==> src/rtl/game_pkg.sv <==
// Shared types, constants and helpers for the multi-object mover.
// Declarations only; no latency.
// No flow control; consumers are free-running pixel-rate logic.
package game_pkg;

    localparam int COORD_W = 10;
    // One extra bit so position +/- speed comparisons never wrap.
    localparam int CALC_W  = COORD_W + 1;

    typedef enum logic [1:0] {
        MODE_BTN   = 2'd0,
        MODE_ACCEL = 2'd1,
        MODE_AUTO  = 2'd2
    } mode_t;

    typedef logic [0:0] fsm_t;
    localparam fsm_t IDLE   = 1'b0;
    localparam fsm_t UPDATE = 1'b1;

    // Per-object state; neg_* set means moving toward decreasing coordinate.
    typedef struct packed {
        logic [COORD_W-1:0] x;
        logic [COORD_W-1:0] y;
        logic               neg_h;
        logic               neg_v;
    } obj_t;

    // Mode-cycle order used by the mode button.
    function automatic mode_t next_mode(input mode_t m);
        case (m)
            MODE_BTN:   return MODE_ACCEL;
            MODE_ACCEL: return MODE_AUTO;
            default:    return MODE_BTN;
        endcase
    endfunction

endpackage

==> src/rtl/obj_pos_step.sv <==
// One-axis position step: moves pos by speed in dir, clamps to [lo, hi] and flips dir on clamp.
// Purely combinational, zero latency.
// No flow control; result is consumed by the caller in the same cycle.
module obj_pos_step
    import game_pkg::*;
#(
    parameter int SPEED_W = 4
) (
    input  logic [COORD_W-1:0] pos,
    input  logic               dir_neg,
    input  logic               move,
    input  logic [SPEED_W-1:0] speed,
    input  logic [COORD_W-1:0] lo,
    input  logic [COORD_W-1:0] hi,
    output logic [COORD_W-1:0] new_pos,
    output logic               new_dir_neg
);

    logic [CALC_W-1:0] pos_w;
    logic [CALC_W-1:0] spd_w;
    logic [CALC_W-1:0] up_w;
    logic [CALC_W-1:0] dn_w;
    logic [CALC_W-1:0] lo_lim;
    logic              clamped;

    // Step in the widened domain; a step that would pass an edge lands on it and reverses direction.
    always_comb begin
        pos_w       = {1'b0, pos};
        spd_w       = CALC_W'(speed);
        up_w        = pos_w + spd_w;
        dn_w        = pos_w - spd_w;
        lo_lim      = {1'b0, lo} + spd_w;
        new_pos     = pos;
        clamped     = 1'b0;
        if (move) begin
            if (dir_neg) begin
                if (pos_w < lo_lim) begin
                    new_pos = lo;
                    clamped = 1'b1;
                end else begin
                    new_pos = dn_w[COORD_W-1:0];
                end
            end else begin
                if (up_w > {1'b0, hi}) begin
                    new_pos = hi;
                    clamped = 1'b1;
                end else begin
                    new_pos = up_w[COORD_W-1:0];
                end
            end
        end
        new_dir_neg = dir_neg ^ clamped;
    end

endmodule

==> src/rtl/multi_object_mover.sv <==
// Game-object engine: N_OBJ rectangles, one user-steered, rest bounce; per-pixel draw flags. Optional macro COLLISION_EN.
// Draw flags 1 cycle after h/v; positions update N_OBJ cycles after the registered frame-end tick.
// No backpressure: free-running at pixel rate; the update walk must fit inside vertical blanking.
module multi_object_mover
    import game_pkg::*;
#(
    parameter int H_RES             = 640,
    parameter int V_RES             = 480,
    parameter int N_OBJ             = 4,
    parameter int OBJ_W             = 4,
    parameter int OBJ_H             = 10,
    parameter int FRAMES_PER_ACTION = 2,
    parameter int SPEED_W           = 4,
    parameter int ACCEL_DZ          = 2
) (
    input  logic               pixel_clk,
    input  logic               rst,
    input  logic [9:0]         h_coord,
    input  logic [9:0]         v_coord,
    input  logic               button_u,
    input  logic               button_d,
    input  logic               button_l,
    input  logic               button_r,
    input  logic               button_c,
    input  logic               sel_next,
    input  logic [7:0]         accel_x,
    input  logic [7:0]         accel_y,
    input  logic [SPEED_W-1:0] speed,
    output logic [N_OBJ-1:0]   obj_draw,
    output logic [2:0]         obj_hit_id,
    output logic [2:0]         sel_idx,
    output logic [1:0]         mode,
    output logic               collision
);

    localparam int IDX_W = (N_OBJ > 1) ? $clog2(N_OBJ) : 1;
    localparam int FC_W  = (FRAMES_PER_ACTION > 1) ? $clog2(FRAMES_PER_ACTION) : 1;

    localparam logic [COORD_W-1:0] H_MAX = COORD_W'(H_RES - OBJ_W);
    localparam logic [COORD_W-1:0] V_MAX = COORD_W'(V_RES - OBJ_H);
    localparam logic [CALC_W-1:0]  W_M1  = CALC_W'(OBJ_W - 1);
    localparam logic [CALC_W-1:0]  H_M1  = CALC_W'(OBJ_H - 1);

    localparam logic signed [7:0] DZ_P = 8'(ACCEL_DZ);
    localparam logic signed [7:0] DZ_N = 8'(-ACCEL_DZ);

    // Power-up placement: spaced columns, vertically centred, direction from index bits.
    function automatic obj_t init_obj(input int i);
        obj_t o;
        o.x     = COORD_W'(16 + 32 * i);
        o.y     = COORD_W'(V_RES / 2 - OBJ_H / 2);
        o.neg_h = i[0];
        o.neg_v = i[1];
        return o;
    endfunction

    obj_t               objs [N_OBJ];
    obj_t               cur;
    obj_t               nxt_obj;

    fsm_t               state;
    logic [IDX_W-1:0]   upd_idx;
    logic               frame_end_q;
    logic [FC_W-1:0]    frame_cnt;
    logic               tick;

    mode_t              mode_q;
    logic [IDX_W-1:0]   sel_q;
    logic               btn_c_q;
    logic               sel_next_q;
    logic               c_rise;
    logic               s_rise;

    mode_t              lat_mode;
    logic [IDX_W-1:0]   lat_sel;
    logic               lat_u, lat_d, lat_l, lat_r;
    logic signed [7:0]  lat_ax;
    logic signed [7:0]  lat_ay;
    logic [SPEED_W-1:0] lat_speed;

    logic               is_sel;
    logic               user_ctrl;
    logic               h_move, h_neg, v_move, v_neg;
    logic [COORD_W-1:0] nx, ny;
    logic               ndh, ndv;
    logic               coll_hit;

    logic [N_OBJ-1:0]   hit_vec;
    logic [N_OBJ-1:0]   obj_draw_q;
    logic               collision_q;

    assign tick   = frame_end_q && (frame_cnt == '0);
    assign c_rise = button_c && !btn_c_q;
    assign s_rise = sel_next && !sel_next_q;

    assign cur       = objs[upd_idx];
    assign is_sel    = (upd_idx == lat_sel);
    assign user_ctrl = is_sel && (lat_mode != MODE_AUTO);

    // Direction request for the object being updated: user input for the steered one, stored dirs otherwise.
    always_comb begin
        h_move = 1'b1;
        h_neg  = cur.neg_h;
        v_move = 1'b1;
        v_neg  = cur.neg_v;
        if (user_ctrl) begin
            if (lat_mode == MODE_BTN) begin
                h_move = lat_l || lat_r;
                h_neg  = lat_l;
                v_move = lat_u || lat_d;
                v_neg  = lat_u;
            end else begin
                h_move = (lat_ay > DZ_P) || (lat_ay < DZ_N);
                h_neg  = (lat_ay > DZ_P);
                v_move = (lat_ax < DZ_N) || (lat_ax > DZ_P);
                v_neg  = (lat_ax < DZ_N);
            end
        end
    end

    obj_pos_step #(.SPEED_W(SPEED_W)) u_step_h (
        .pos         (cur.x),
        .dir_neg     (h_neg),
        .move        (h_move),
        .speed       (lat_speed),
        .lo          ('0),
        .hi          (H_MAX),
        .new_pos     (nx),
        .new_dir_neg (ndh)
    );

    obj_pos_step #(.SPEED_W(SPEED_W)) u_step_v (
        .pos         (cur.y),
        .dir_neg     (v_neg),
        .move        (v_move),
        .speed       (lat_speed),
        .lo          ('0),
        .hi          (V_MAX),
        .new_pos     (ny),
        .new_dir_neg (ndv)
    );

`ifdef COLLISION_EN
    logic [CALC_W-1:0] sx, sy, nxw, nyw;

    // AABB test of the freshly stepped object against the steered one's stored position.
    // Objects are walked in index order, so the steered object is already post-move for higher indices.
    always_comb begin
        sx       = {1'b0, objs[lat_sel].x};
        sy       = {1'b0, objs[lat_sel].y};
        nxw      = {1'b0, nx};
        nyw      = {1'b0, ny};
        coll_hit = !is_sel
                   && (nxw <= sx + W_M1) && (sx <= nxw + W_M1)
                   && (nyw <= sy + H_M1) && (sy <= nyw + H_M1);
    end
`else
    assign coll_hit = 1'b0;
`endif

    // Assemble the write-back value; steered objects keep their stored dirs, collisions flip both dirs.
    always_comb begin
        nxt_obj.x     = nx;
        nxt_obj.y     = ny;
        nxt_obj.neg_h = user_ctrl ? cur.neg_h : (ndh ^ coll_hit);
        nxt_obj.neg_v = user_ctrl ? cur.neg_v : (ndv ^ coll_hit);
    end

    // Frame-end detect and action-tick divider.
    always_ff @(posedge pixel_clk) begin
        if (rst) begin
            frame_end_q <= 1'b0;
            frame_cnt   <= '0;
        end else begin
            frame_end_q <= (h_coord == 10'(H_RES - 1)) && (v_coord == 10'(V_RES - 1));
            if (frame_end_q) begin
                frame_cnt <= (frame_cnt == FC_W'(FRAMES_PER_ACTION - 1)) ? '0 : frame_cnt + 1'b1;
            end
        end
    end

    // Button edge detection driving mode cycling and object selection.
    always_ff @(posedge pixel_clk) begin
        if (rst) begin
            btn_c_q    <= 1'b0;
            sel_next_q <= 1'b0;
            mode_q     <= MODE_BTN;
            sel_q      <= '0;
        end else begin
            btn_c_q    <= button_c;
            sel_next_q <= sel_next;
            if (c_rise) mode_q <= next_mode(mode_q);
            if (s_rise) sel_q <= (sel_q == IDX_W'(N_OBJ - 1)) ? '0 : sel_q + 1'b1;
        end
    end

    // Update walk: latch controls on tick, then rewrite one object per cycle.
    always_ff @(posedge pixel_clk) begin
        if (rst) begin
            state     <= IDLE;
            upd_idx   <= '0;
            lat_mode  <= MODE_BTN;
            lat_sel   <= '0;
            lat_u     <= 1'b0;
            lat_d     <= 1'b0;
            lat_l     <= 1'b0;
            lat_r     <= 1'b0;
            lat_ax    <= '0;
            lat_ay    <= '0;
            lat_speed <= '0;
            for (int i = 0; i < N_OBJ; i++) objs[i] <= init_obj(i);
        end else begin
            case (state)
                IDLE: begin
                    if (tick) begin
                        lat_mode  <= mode_q;
                        lat_sel   <= sel_q;
                        lat_u     <= button_u;
                        lat_d     <= button_d;
                        lat_l     <= button_l;
                        lat_r     <= button_r;
                        lat_ax    <= accel_x;
                        lat_ay    <= accel_y;
                        lat_speed <= speed;
                        upd_idx   <= '0;
                        state     <= UPDATE;
                    end
                end
                UPDATE: begin
                    objs[upd_idx] <= nxt_obj;
                    if (upd_idx == IDX_W'(N_OBJ - 1)) begin
                        state <= IDLE;
                    end else begin
                        upd_idx <= upd_idx + 1'b1;
                    end
                end
                default: state <= IDLE;
            endcase
        end
    end

    // Sticky collision flag; a mode-button edge clears it, a new overlap in the same cycle wins.
    always_ff @(posedge pixel_clk) begin
        if (rst) begin
            collision_q <= 1'b0;
        end else begin
            if (c_rise) collision_q <= 1'b0;
            if (state == UPDATE && coll_hit) collision_q <= 1'b1;
        end
    end

    // Per-object rectangle hit for the current pixel.
    always_comb begin
        for (int i = 0; i < N_OBJ; i++) begin
            hit_vec[i] = ({1'b0, h_coord} >= {1'b0, objs[i].x})
                      && ({1'b0, h_coord} <= {1'b0, objs[i].x} + W_M1)
                      && ({1'b0, v_coord} >= {1'b0, objs[i].y})
                      && ({1'b0, v_coord} <= {1'b0, objs[i].y} + H_M1);
        end
    end

    // Register draw flags: one pixel of latency to the RGB mux.
    always_ff @(posedge pixel_clk) begin
        if (rst) obj_draw_q <= '0;
        else     obj_draw_q <= hit_vec;
    end

    // Lowest set draw flag wins the hit id.
    always_comb begin
        obj_hit_id = 3'd0;
        for (int i = N_OBJ - 1; i >= 0; i--) begin
            if (obj_draw_q[i]) obj_hit_id = 3'(i);
        end
    end

    assign obj_draw  = obj_draw_q;
    assign sel_idx   = 3'(sel_q);
    assign mode      = mode_q;
    assign collision = collision_q;

endmodule

==> config.mk <==
export PLATFORM = sky130hd
export DESIGN_NAME = multi_object_mover
export DESIGN_NICKNAME = d
export VERILOG_FILES = /design/src/rtl/game_pkg.sv /design/src/rtl/obj_pos_step.sv /design/src/rtl/multi_object_mover.sv
export SDC_FILE = /design/constraint.sdc
export NUM_CORES = 1
export LEC_CHECK = 0
export ABC_AREA = 0
export CORE_ASPECT_RATIO = 1.25
export CORE_MARGIN = 10
export CORE_UTILIZATION = 46
export CTS_BUF_LIST = sky130_fd_sc_hd__clkbuf_8
export CTS_CLUSTER_DIAMETER = 50
export DETAILED_ROUTE_END_ITERATION = 7
export HOLD_SLACK_MARGIN = 0.02
export SLEW_MARGIN = 20
export SYNTH_ARGS = -nofsm -noshare
export SYNTH_HDL_FRONTEND = slang
export SYNTH_HIERARCHICAL = 1
export SYNTH_SLANG_ARGS = --single-unit
==> constraint.sdc <==
create_clock -name pixel_clk -period 14.35 [get_ports pixel_clk]
set_input_delay 1.435 -clock pixel_clk [delete_from_list [all_inputs] [get_ports pixel_clk]]
set_output_delay 1.435 -clock pixel_clk [all_outputs]
set_load 0.1 [all_outputs]
Word level (Yosys, flattened, before mapping). Memory sizes are Yosys's and may differ from the RTL's. A register that Yosys moved wholly into a read port is not among the register bits. Index checks and enable logic that the tools add are counted.

Bits in writable memories: 88. Memory bits (read-only): 0. Output and inout port bits: 13. Input bits: 48. Memories: 1. Logic and storage cells: 148. Register bits: 43. Bits in latches: 0.

Memory list: objs (depth 4, bits a word 22, rd ports 5, clocked after memory_dff 1, write ports 4, line multi_object_mover.sv:57) `obj_t objs [N_OBJ];`.

Multipliers: 0. Shifts and indexed selects: 0. $add $sub $neg: 15. Bitwise operators: 4. Reductions and logical operators: 28. Eq/ne operators: 9. Mux-type cells: 49. Magnitude comparators: 24. Div/mod/pow operators: 0.

Operators by type and width (count): 10-bit by 11-bit less-or-equal comparator with 1-bit output (8); 10-bit >= comparator (8); 10-bit 2-to-1 mux (8); 10-bit by 2-bit adder with 11-bit output, second input constant (4); 10-bit by 4-bit adder with 11-bit output, second input constant (4); 1-bit 2-to-1 mux (27); 10-bit by 4-bit adder with 11-bit output (2); 22-bit 2-to-1 mux (1); 22-bit OR reduction (1); 10-bit by 4-bit < comparator with 1-bit output (2); 10-bit by 4-bit subtractor with 10-bit output (2); 1-bit logical AND (17); 8-bit by 3-bit greater-than comparator with 1-bit output, second input constant (2); 8-bit by 2-bit < comparator with 1-bit output, second input constant (2); 2-bit 2-to-1 mux (7); 11-bit by 10-bit greater-than comparator with 1-bit output, second input constant (1); 11-bit by 9-bit greater-than comparator with 1-bit output, second input constant (1); 10-bit == test, second input constant (1); 10-bit by 9-bit == test with 1-bit output, second input constant (1); 3-bit 2-to-1 mux (3); 2-bit one-hot mux with 2 select lines (2); 2-bit != test, second input constant (3); 2-bit by 1-bit adder with 2-bit output, second input constant (2); 2-bit == test, second input constant (2); 10 further kinds (18).

Logic depth before layout (Yosys ltp).
Depth in word-level cells: 8. Gate-level depth with buffers: 21. Depth with buffers taken out: 18.

Modules after synthesis. The synthesis kept the hierarchy.

Modules (own cells, without submodules): multi_object_mover (times used 1, seq. area each 3543.4 um^2, cells each 1063, area each 10296.1 um^2); obj_pos_step (u_step_h) (times used 1, seq. area each 0.0 um^2, cells each 222, area each 1626.6 um^2); obj_pos_step (u_step_v) (times used 1, seq. area each 0.0 um^2, cells each 222, area each 1611.5 um^2).

Least setup slack after synthesis. No wires, ideal clock.

Kind: reg-to-reg. Start: register (tool-made name). End: memory objs[3][18] (netlist name), data pin. Required time: 14.086 ns. Stages on the path, launching flop included: 20. Arrival: 4.571 ns. Library setup time: 0.264 ns. Setup slack: 9.516 ns. Path buffers: 2. Cells stage by stage: dfxtp_1 buf_2 buf_1 mux4_2 ha_1 inv_1 fa_1 nor2_1 o311a_1 nand4_1 xnor2_1 ha_1 a21o_1 a21oi_2 or4b_4 a2bb2oi_4 mux2i_1 nor2_1 a221o_1 nand2b_1.

RTL lines (line): end, declared (multi_object_mover.sv:57).

==> flow_metrics.py <==
metrics = {
    "floorplan": {
        "start_util_pct": 46.4,
        "die_h_microns": 212,
        "die_area_sq_um": 36700,
        "die_x_microns": 173,
        "num_rows": 70,
        "coreArea_sq_um": 29200,
        "io_pins": 61,
    },
    "global_route": {
        "first_global_vias": 10900,
        "gr-total-overflow": 0,
        "met1_usage_pct": 23.3,
        "gr-max-usage-layer": "met2",
        "antenna_found_initial": 0,
        "grt.total_usage_pct": 19.3,
        "met2_usage_pct": 34.0,
        "use_met3_pct": 2.66,
        "grt_pass1_wl_microns": 56700,
        "grt_max_degree": 51,
    },
    "finish": {
        "fillers": 2799,
        "area_growth_pct": 12.5,
        "drive_above_1_share_pct": 5.57,
        "nets": 1926,
        "diodes": 0,
        "utilization_pct": 52.2,
    },
    "placement": {
        "portBuffers": 57,
        "place_congestion": 0.910,
        "hpwl_microns": 28100,
    },
    "worst_setup_path": {
        "crit_path_end_kind": "flip-flop",
        "cp.required_ns": 14.55,
        "crit_type": "reg -> reg",
        "worstPathMaxFanout": 22,
        "reg2reg_setup_slack_ns": 9.18,
        "worstPathArrival_ns": 5.36,
        "cp-start-kind": "flip-flop",
    },
    "sta": {
        "max_freq_mhz": 193,
        "finalSetupViolCount": 0,
        "fin_crit_sh_pct": 36.0,
        "rsz0062_at_grt": "no",
        "skew_ns": 0.0103,
        "slew_violations": 0,
        "worstMarginPinSlew_ns": 0.981,
        "finalCriticalPeriod_ns": 5.17,
        "finalSetupTns_ns": 0,
        "hold_viol_final": 0,
        "slew_headroom_pct": 34.4,
    },
    "yosys": {
        "ys.flop_type": "edfxtp_1",
        "synth_area_per_cell_sq_um": 8.98,
        "synth-seq-area-share_pct": 26.2,
        "syn_area_sq_um": 13500,
        "synth_edf_count": 88,
        "yosysWarnings": 6,
        "yosysMostFrequentCell": "ha_1",
        "async_flop_share_pct": 0,
        "ys_seq_elements": 133,
        "synth_top_area_share_pct": 21.4,
        "synthesis.instances": 1507,
        "synthDistinctLibCells": 83,
        "synth_area_leaders": "ha_1 (21%), edfxtp_1 (20%), dfxtp_1 (6.7%), xnor2_1 (6.0%), a21oi_1 (4.5%)",
        "yosys-top-cells-count": "ha_1 (232), inv_1 (136), nand2_1 (134)",
        "yosysTopAreaCell": "ha_1",
    },
    "drt": {
        "drt_iter0_markers": 603,
        "drtPass1Iterations": 5,
        "drc": 0,
        "antenna_left": 0,
        "wirelength_microns": 35200,
        "viasPerCell": 5.44,
        "wl_per_cell_microns": 17.2,
        "via_count": 11100,
    },
    "clock_network": {
        "ctsRootBufferMaster": "clkbuf_8",
        "cts_resized": 0,
        "cts_max_level": 4,
        "clk_latency_ns": 0.46,
        "cts_tree": "built",
        "clock-sinks": 133,
        "cts_hold_buf": 0,
        "cts_setup_buffers": 0,
        "clk_pin_slew_worst_paths_ns": 0.08,
        "clock_path_buffers": 2,
        "cts_buffers": 17,
    },
    "power_and_ir_drop": {
        "p_per_area_nw_per_um2": 62.5,
        "leakage_nw": 6.65,
        "ir_worst_vdd_uv": 58.7,
        "total_power_w": 0.000951,
    },
    "flow_run": {
        "drv_cap": 0,
    },
    "worst_hold_path": {
        "hold_path.class": "reg -> reg",
    },
    "status": {
        "status": "complete, no violations",
    },
}
## cell type report
type / instances / area [sq um] / area share, %
clock buffers: 17 / 234 / 1.54
well taps: 396 / 495 / 3.26
clock inverters: 15 / 178 / 1.17
multi-input cells: 1283 / 9600 / 63.1
inverters: 136 / 510 / 3.35
flip-flops and latches: 133 / 3540 / 23.3
repair buffers: 69 / 656 / 4.31
## where the power goes
| part | leakage [nW] | internal (W) | switching, W |
|---|---|---|---|
| Combinational | 5.30 | 0.0000803 | 0.000117 |
| Clock | 0.201 | 0.000173 | 0.000160 |
| Sequential | 1.14 | 0.000413 | 0.00000806 |
| Total | 6.65 | 0.000666 | 0.000285 |
## worst max-delay path: stages (launching register included)
cell	delay [ns]
dfxtp_1	0.31
buf_4	0.37
mux4_2	0.64
ha_1	0.23
inv_1	0.07
fa_1	0.20
nor2_1	0.08
o311a_1	0.34
nand4_1	0.19
xnor2_1	0.17
ha_1	0.27
a21o_1	0.19
a21oi_2	0.15
or4b_4	0.48
a2bb2oi_4	0.43
mux2_4	0.34
o22ai_1	0.11
a31oi_1	0.09
nand2b_1	0.21
## cells by family (layout without fill, tap and decap cells)
family / after synthesis / after routing / synth area share (%)
AOI/OAI and AO/OA: 315 / 315 / 15.1
buffers and inverters: 183 / 237 / 5.54
xor gates and xnor gates: 111 / 111 / 7.18
adders and majority gates: 238 / 238 / 22.3
muxes: 43 / 43 / 5.29
and+or+nand+nor: 482 / 482 / 18.4
DFF: 133 / 133 / 26.2
other: 2 / 94 / 0.0555
## registers in the layout, indices dropped and copies added (netlist names), 2 cells and up, named ones only
register,flops
objs,88
obj_draw,4
mode,2
upd_idx,2
lat_ay,8
sel_q,2
lat_mode,2
lat_sel,2
lat_ax,8
lat_speed,4
## per-layer routing
| metal | share of wire [%] | wire (microns) |
|---|---|---|
| met1 | 44 | 15400 |
| met2 | 50 | 17600 |
| met5 | 0 | 0 |
| met4 | 2.8 | 984 |
| met3 | 3.6 | 1260 |
## through the flow
step	hold slack, ns	area, sq um	setup WS [ns]	cells
2_1_floorplan	0.433	13900	9.52	1599
3_3_place_gp	0.441	14800	9.28	2017
3_5_place_dp	0.452	14800	9.19	2017
4_1_cts	0.464	15200	9.18	2049
5_1_grt	0.489	15200	8.77	2049
6_report	0.461	15200	9.18	2049
## cell usage in the layout, fill, tap and decap left out, types with 11 or more instances in the layout
cell type,instances
a211oi_1,13
a21o_1,26
a21oi_1,121
a31oi_1,11
and2_1,38
and3_1,18
buf_4,12
clkbuf_8,17
clkdlybuf4s50_1,56
conb_1,94
dfxtp_1,45
edfxtp_1,88
ha_1,232
inv_1,137
mux2i_1,19
mux4_2,22
nand2_1,134
nand2b_1,50
nand3_1,39
nand4_1,21
nor2_1,67
nor2b_1,22
nor3_1,42
o21a_1,11
o21ai_0,52
o221ai_1,16
xnor2_1,93
xor2_1,18
## worst paths after layout
path / cells after the start / start / to
setup / recovery: 18 / flip-flop / objs[1][16]$_SDFFCE_PN1P_
hold / removal: 2 / lat_r$_SDFFE_PP0P_ / lat_r$_SDFFE_PP0P_
setup reg to reg: 18 / flip-flop / objs[1][16]$_SDFFCE_PN1P_
hold reg to reg: 2 / lat_r$_SDFFE_PP0P_ / lat_r$_SDFFE_PP0P_
Power figures use the tool's default switching activity.
